`src/rtl/uart_link_pkg.sv`:
```
// Shared types and defaults for the UART frame link.
package uart_link_pkg;

  typedef enum logic [1:0] {
    IDLE,
    START,
    DATA,
    STOP
  } tx_state_t;

  // 100 MHz system clock, 115200 baud
  localparam int         DEFAULT_CLKS_PER_BIT = 868;
  localparam logic [7:0] DEFAULT_SYNC_BYTE    = 8'hA5;

endpackage

```
`src/rtl/uart_tx_byte.sv`:
```
// UART 8N1 byte transmitter: start/data/stop FSM and baud counter.
// A byte is taken when byte_valid_i && byte_ready_o. The ready window
// includes the final cycle of the stop bit, so a byte offered then
// follows the stop bit with no idle gap.
module uart_tx_byte
  import uart_link_pkg::*;
#(
  parameter int CLKS_PER_BIT = DEFAULT_CLKS_PER_BIT
) (
  input  logic       clk,
  input  logic       rst_n,
  input  logic       byte_valid_i,
  input  logic [7:0] byte_data_i,
  output logic       byte_ready_o,
  output logic       stop_done_o,
  output logic       tx_o
);

  localparam int CNT_W = $clog2(CLKS_PER_BIT);
  localparam logic [CNT_W-1:0] CNT_LAST = CNT_W'(CLKS_PER_BIT - 1);

  if (CLKS_PER_BIT < 2) begin : g_bad_cpb
    $error("uart_tx_byte: CLKS_PER_BIT must be >= 2");
  end

  tx_state_t        state_q;
  logic [CNT_W-1:0] cnt_q;
  logic [2:0]       bit_q;
  logic [7:0]       shift_q;
  logic             tx_q;
  logic             bit_end;

  assign bit_end      = (cnt_q == CNT_LAST);
  assign stop_done_o  = (state_q == STOP) && bit_end;
  assign byte_ready_o = (state_q == IDLE) || stop_done_o;
  assign tx_o         = tx_q;

  // Bit-serial FSM; tx is registered so each bit holds a full bit time.
  always_ff @(posedge clk or negedge rst_n) begin
    if (!rst_n) begin
      state_q <= IDLE;
      cnt_q   <= '0;
      bit_q   <= '0;
      shift_q <= '0;
      tx_q    <= 1'b1;
    end else begin
      case (state_q)
        IDLE: begin
          cnt_q <= '0;
          if (byte_valid_i) begin
            shift_q <= byte_data_i;
            state_q <= START;
            tx_q    <= 1'b0;
          end
        end
        START: begin
          if (bit_end) begin
            cnt_q   <= '0;
            bit_q   <= '0;
            state_q <= DATA;
            tx_q    <= shift_q[0];
          end else begin
            cnt_q <= cnt_q + CNT_W'(1);
          end
        end
        DATA: begin
          if (bit_end) begin
            cnt_q <= '0;
            if (bit_q == 3'd7) begin
              state_q <= STOP;
              tx_q    <= 1'b1;
            end else begin
              // shift_q[0] is on the line; bring the next bit out
              bit_q   <= bit_q + 3'd1;
              tx_q    <= shift_q[1];
              shift_q <= {1'b0, shift_q[7:1]};
            end
          end else begin
            cnt_q <= cnt_q + CNT_W'(1);
          end
        end
        STOP: begin
          if (bit_end) begin
            cnt_q <= '0;
            if (byte_valid_i) begin
              shift_q <= byte_data_i;
              state_q <= START;
              tx_q    <= 1'b0;
            end else begin
              state_q <= IDLE;
            end
          end else begin
            cnt_q <= cnt_q + CNT_W'(1);
          end
        end
        default: begin
          state_q <= IDLE;
          tx_q    <= 1'b1;
        end
      endcase
    end
  end

endmodule

```
`src/rtl/frame_uart_sender.sv`:
```
// Frame sender: snapshots a WIDTH*SIZE frame on request and streams
// SYNC_BYTE followed by frame bytes 0..SIZE-1 over UART 8N1.
// Optional: define FRAME_UART_CHECKSUM_EN to append an XOR checksum
// of the SIZE frame bytes (sync byte excluded) after the last byte.
module frame_uart_sender
  import uart_link_pkg::*;
#(
  parameter int         WIDTH        = 8,
  parameter int         SIZE         = 16,
  parameter int         CLKS_PER_BIT = DEFAULT_CLKS_PER_BIT,
  parameter logic [7:0] SYNC_BYTE    = DEFAULT_SYNC_BYTE
) (
  input  logic                  clk,
  input  logic                  rst_n,
  input  logic [WIDTH*SIZE-1:0] frame_in,
  input  logic                  send_req,
  output logic                  tx,
  output logic                  busy,
  output logic                  frame_done
);

  localparam int IDX_W = $clog2(SIZE + 2);
`ifdef FRAME_UART_CHECKSUM_EN
  localparam logic [IDX_W-1:0] LAST_IDX = IDX_W'(SIZE + 1);
`else
  localparam logic [IDX_W-1:0] LAST_IDX = IDX_W'(SIZE);
`endif

  if (WIDTH != 8) begin : g_bad_width
    $error("frame_uart_sender: WIDTH must be 8");
  end

  // idx_q names the byte in flight: 0 = sync, k = frame byte k-1,
  // SIZE+1 = checksum. snap_q shifts down so its low byte is always
  // the next frame byte to send.
  logic                  busy_q;
  logic                  done_q;
  logic [IDX_W-1:0]      idx_q;
  logic [WIDTH*SIZE-1:0] snap_q;
`ifdef FRAME_UART_CHECKSUM_EN
  logic [7:0]            csum_q;
`endif

  logic       byte_valid;
  logic [7:0] byte_data;
  logic       byte_ready;
  logic       stop_done;
  logic       load;

  // Offer the sync byte straight from IDLE so the start bit appears on
  // the cycle after the accepting edge; afterwards offer the next byte.
  always_comb begin
    byte_valid = 1'b0;
    byte_data  = SYNC_BYTE;
    if (!busy_q) begin
      byte_valid = send_req;
    end else begin
      byte_valid = (idx_q != LAST_IDX);
      byte_data  = snap_q[7:0];
`ifdef FRAME_UART_CHECKSUM_EN
      if (idx_q == IDX_W'(SIZE)) byte_data = csum_q;
`endif
    end
  end

  assign load = byte_valid && byte_ready;

  // Frame sequencing: snapshot, byte index, checksum, busy/done.
  always_ff @(posedge clk or negedge rst_n) begin
    if (!rst_n) begin
      busy_q <= 1'b0;
      done_q <= 1'b0;
      idx_q  <= '0;
      snap_q <= '0;
`ifdef FRAME_UART_CHECKSUM_EN
      csum_q <= '0;
`endif
    end else begin
      done_q <= 1'b0;
      if (!busy_q) begin
        if (load) begin
          busy_q <= 1'b1;
          idx_q  <= '0;
          snap_q <= frame_in;
`ifdef FRAME_UART_CHECKSUM_EN
          csum_q <= '0;
`endif
        end
      end else if (load) begin
        idx_q  <= idx_q + IDX_W'(1);
        snap_q <= snap_q >> WIDTH;
`ifdef FRAME_UART_CHECKSUM_EN
        // once all frame bytes are out snap_q is zero, so loading the
        // checksum byte leaves csum_q unchanged
        csum_q <= csum_q ^ snap_q[7:0];
`endif
      end else if (stop_done && (idx_q == LAST_IDX)) begin
        busy_q <= 1'b0;
        done_q <= 1'b1;
      end
    end
  end

  uart_tx_byte #(
    .CLKS_PER_BIT(CLKS_PER_BIT)
  ) u_tx (
    .clk         (clk),
    .rst_n       (rst_n),
    .byte_valid_i(byte_valid),
    .byte_data_i (byte_data),
    .byte_ready_o(byte_ready),
    .stop_done_o (stop_done),
    .tx_o        (tx)
  );

  assign busy       = busy_q;
  assign frame_done = done_q;

endmodule

```
`config.mk`:
```
export PLATFORM = sky130hd
export DESIGN_NAME = frame_uart_sender
export DESIGN_NICKNAME = d
export VERILOG_FILES = /design/src/rtl/uart_link_pkg.sv /design/src/rtl/uart_tx_byte.sv /design/src/rtl/frame_uart_sender.sv
export SDC_FILE = /design/constraint.sdc
export NUM_CORES = 1
export LEC_CHECK = 0
export ABC_AREA = 1
export CAP_MARGIN = 20
export CORE_MARGIN = 2
export CORE_UTILIZATION = 50
export DETAILED_ROUTE_END_ITERATION = 10
export PLACE_DENSITY = 0.75
export SLEW_MARGIN = 20
export SYNTH_ARGS = -nofsm -noshare
export SYNTH_HDL_FRONTEND = slang
export SYNTH_SLANG_ARGS = --single-unit
```
`constraint.sdc`:
```
create_clock -name clk -period 3.7 [get_ports clk]
set_input_delay 0.74 -clock clk [delete_from_list [all_inputs] [get_ports clk]]
set_output_delay 0.74 -clock clk [all_outputs]
set_load 0.05 [all_outputs]
```
# --- Yosys cells after proc, flatten, opt, wreduce, memory -nomap -nowiden ---
# Index checks and enable logic that the tools add are counted.
classes:
  n_div: 0
  magnitude_cmp: 0
  n_eq_ne: 13
  reduce_logical: 12
  shift: 0
  multipliers: 0
  n_addsub: 3
  bitwise_logic: 0
  n_mux: 39
op_table:
  columns: ["op", "count"]
  rows:
  - ["$mux W128", 3]
  - ["$mux W8", 5]
  - ["$pmux W8 S3", 1]
  - ["$pmux W10 S2", 1]
  - ["$mux W5", 3]
  - ["$mux W1", 14]
  - ["$add A10 B1 Y10 const B", 1]
  - ["$eq A10 B10 Y1 const B", 1]
  - ["$mux W10", 1]
  - ["$mux W2", 5]
  - ["$mux W3", 3]
  - ["$ne A2 B1 Y1 const B", 4]
  - ["$pmux W2 S4", 1]
  - ["$reduce_and A4 Y1", 2]
  - ["$pmux W3 S2", 1]
  - ["$add A5 B1 Y5 const B", 1]
  - ["$eq A5 B5 Y1 const B", 1]
  - ["$ne A5 B5 Y1 const B", 1]
  - ["$reduce_and A5 Y1", 1]
  - ["$eq A2 B2 Y1 const B", 2]
  - ["$ne A2 B2 Y1 const B", 2]
  - ["$pmux W1 S4", 1]
  - ["$add A3 B1 Y3 const B", 1]
  - ["$eq A3 B3 Y1 const B", 1]
  - ["other kinds (8)", 10]
word_totals:
  regBits: 159
  inputBits: 131
  wordCells: 76
  mem_bits_rw: 0
  n_memories: 0
  rom_bits: 0
  latchBits: 0

# --- Depth between registers and ports, before layout ---
logic_depth:
  word_depth: 6
  mapped_depth: 12
  mapped_depth_nobuf: 11

# --- Cells and area by module ---
# From an unflattened synthesis, not the netlist that was laid out.
hier_totals:
  hier_cells: 793
  hier_area_um2: 7783.7
by_module_without_submodules:
  columns: ["module", "seq_area_each_um2", "area_each_um2", "cells_per_inst", "n_inst"]
  rows:
  - ["frame_uart_sender", 3378.2, 6334.8, 619, 1]
  - ["uart_tx_byte", 601.8, 1448.9, 174, 1]

# --- Worst setup path after synthesis ---
# No wires, ideal clock.
synth_path:
  path_type: "register to register"
  startpoint: "reg busy_q, in the netlist busy"
  endpoint: "reg idx_q[2]"
  required_time_ns: 3.583
  n_path_buf: 3
  path_slack_ns: 1.920
  path_stages_with_launch: 9
  arrival_ns: 1.664
  synth_period_minus_slack_ns: 1.780
  setup_ns: 0.117
  path_cell_list: "dfrtp_1 > buf_2 > or2_1 > nand2_1 > inv_2 > buf_2 > buf_2 > nand3_1 > nand2_1"
synth_via:
  elab_chain_len: 2
  elab_cells_between_ends: 3
  classes_between: "mux (2); reduce/logical (1)"
synth_rtl:
  columns: ["item", "line_no", "source"]
  rows:
  - ["start: declaration", "frame_uart_sender.sv:36", "logic busy_q;"]
  - ["start signal: assignment", "frame_uart_sender.sv:71", "busy_q <= 1'b0;"]
  - ["start signal: assignment", "frame_uart_sender.sv:82", "busy_q <= 1'b1;"]
  - ["start signal: assignment", "frame_uart_sender.sv:98", "busy_q <= 1'b0;"]
  - ["$mux W1", "frame_uart_sender.sv:55", "if (!busy_q) begin"]
  - ["$logic_and A1 B1 Y1", "frame_uart_sender.sv:66", "assign load = byte_valid && byte_ready;"]
  - ["end signal: assignment", "frame_uart_sender.sv:90", "idx_q <= idx_q + IDX_W'(1);"]
  - ["end: declaration", "frame_uart_sender.sv:38", "logic [IDX_W-1:0] idx_q;"]
# Several ways; a longest one is shown, not always the timed one.
# A chain may end at the register's enable or synchronous reset.

# --- Worst setup path after layout ---
layout_path:
  startpoint: "reg busy_q, in the netlist busy"
  endpoint: "out busy"
layout_rtl:
  columns: ["item", "line_no", "source"]
  rows:
  - ["end: declaration", "frame_uart_sender.sv:18", "output logic busy,"]
# No word-level cell between the ends.

==> results_dict.tcl <==
set metrics [dict create \
    tns_ns 0 \
    diodes 0 \
    yosys.cell_count.top_type "nand2_1" \
    numCtsBuffers 17 \
    slowest_stage "clkdlybuf4s50_1" \
    drive_gt1_frac 0.04088 \
    wl_per_cell_um 13.66 \
    cp.arrival_ns 2.14 \
    cts_hold_buffers 0 \
    first_pass_iters 5 \
    synth_cells 1168 \
    ys_seq_area_frac 0.4779 \
    layout.nets 1400 \
    worstPathRequired_ns 2.96 \
    core-area_um2 16410 \
    vias_per_cell 5.117 \
    synthTopCellsByCount "689 x nand2_1, 158 x dfrtp_1, 149 x nand3_1" \
    outcome "finished, final reports clean" \
    yosysTopAreaCell "dfrtp_1" \
    maxSlewViolCount 0 \
    start_util 0.5076 \
    synth_ff_type "dfrtp_1" \
    clk_pin_slew_ns 0.06 \
    syn_area_um2 8328 \
    grt_max_degree 134 \
    synth_top_area_share 0.4748 \
    path_buf_inv 1 \
    reg2reg_depth 6 \
    worstReg2RegStart "busy" \
    cts_tree "yes" \
    crit_end "busy" \
    synth_nets 1309 \
    yosysUniqueCellTypes 32 \
    wirelength_mm 20.38 \
    syn2layout_area_growth_pct 23.84 \
    grt.total_usage 0.2397 \
    rows 47 \
    ys_warn_count 0 \
    io_pins 134 \
    fin_crit_sh 0.7785 \
    rsz0062_at_grt "no" \
    die-area_um2 17710 \
    grt_pass1_wl_mm 34.52 \
    die_x_um 133.1 \
    synth_area_per_cell_um2 7.130 \
    synthTopCellsByArea "dfrtp_1 47%, nand2_1 31%, nand3_1 9.0%, ha_1 1.5%, buf_2 1.4%" \
    crit_path_cell_trace "clkdlybuf4s50_1" \
    reg2reg_to "snap_q[53]" \
    synth-async-reset-ratio 1.000 \
    critPathTopFamily "buffers and inverters" \
    slew_headroom 0.3244 \
    cts.sinks 159 \
    clock_skew_ns 0.008175 \
    die_y_um 133.1 \
    grt_remaining_overflow 0 \
    grt_pass1_vias 7169 \
    insertion_delay_ns 0.42 \
    dp_hpwl_mm 12.69 \
    peakVddDrop_uv 295.5 \
    crit_type "reg -> out" \
    cts-root-buf "clkbuf_16" \
    critPathLaunchType "flip-flop" \
    rrSetupSlack_ns 1.24 \
    worst_pin_slew_ns 1.013 \
    drv_cap 0 \
    cts_buffer_depth 2 \
    setup_viol 0 \
    hold_violations 0 \
    hp-class "in -> async" \
    min_period_ns 2.880 \
    cts_resized 0 \
    p_per_area_nw_per_um2 372.3 \
    slowest_delay_ns 0.91 \
    final_core_util 0.6286 \
    antenna_found_initial 0 \
    vias 7634 \
    ys_ff_latch 159 \
    worstPathMaxFanout 54 \
    setup_ws_ns 0.8197 \
    dp_slack_ns 1.074 \
    post-route-drc-count 0 \
    h-tree-depth 4 \
    ant_nets 0 \
    path_depth 1 \
    portBuffers 133 \
    synth_edf_count 0 \
    cts_setup_buffers 0 \
    drt_iter0_markers 717 \
    cp-startpoint "busy" \
    place.gp.congestion 0.8234 \
    max_freq_mhz 347.2 \
    p_leak_nw 5.686 \
    cp-end-kind "output port" \
]
## registers in the layout (all words and copies together), names as in the netlist
name	flops
u_tx.shift_q	8
idx_q	5
frame_done	1
u_tx.bit_q	3
u_tx.state_q	2
u_tx.tx_o	1
u_tx.cnt_q	10
snap_q	128
busy	1
## how the worst min path moves through the flow
stage,startpoint,end,slack (ns),depth (start not counted)
2_1_floorplan,rst_n,busy,0.44,0
3_3_place_gp,snap_q[32],snap_q[32],0.45,2
3_5_place_dp,snap_q[118],snap_q[118],0.46,2
4_1_cts,rst_n,u_tx.cnt_q[2],0.38,1
5_1_grt,rst_n,u_tx.cnt_q[2],0.37,1
6_report,rst_n,u_tx.cnt_q[7],0.33,1
## cell families after synthesis
group	synth area share
AND/OR/NAND/NOR	0.4321
flip-flops	0.4779
buffers and inverters	0.05364
AO/OA/AOI/OAI	0.01397
adder cells (fa/ha/maj)	0.01502
XOR/XNOR	0.007362
## metrics by stage
step,total power (W),std cells,instance area [um2],hold WS [ns]
6_report,0.003840,1492,10310,0.3323
5_1_grt,0.003953,1492,10310,0.3735
4_1_cts,0.003876,1492,10310,0.3788
3_5_place_dp,0.001952,1460,9667,0.4586
3_3_place_gp,0.001953,1460,9667,0.4536
2_1_floorplan,0.001771,1168,8328,0.4367
## cells in the final DEF (no fill, tap or decap), drive strengths merged, types with 2 or more instances in the layout
cell type        n
xor2             5
nand3b          10
clkdlybuf4s50  132
a22o             4
o21ai            5
inv             17
o22a             2
bufinv           5
a21oi            4
ha              10
clkinv           6
clkbuf          21
buf             11
nand3          150
nand2          692
nor2            29
xnor2            2
dfrtp          158
## per-layer routing
layer / vias to the layer above / routed length (um) / global-route usage
met5: - / 0 / 0
met4: 0 / 414 / 0.07766
met3: 36 / 928 / 0.04100
met2: 203 / 9825 / 0.3828
met1: 3572 / 9214 / 0.3348
li1: 3823 / - / -
## where the power goes
part           internal (W)  switching, W
registers           0.00174             0
clock network       0.00123      0.000692
logic              0.000121     0.0000579
total               0.00309      0.000750
## layout make-up
cell class	instances	area, um2
clock inverter	11	186.4
clock buffer	21	460.4
timing repair buffer	143	1433
tap	220	275.3
sequential	159	3984
multi-input combinational	920	3901
fill	1456	6093
inverter	18	73.82
No activity file was read; power rests on OpenSTA's default activity.
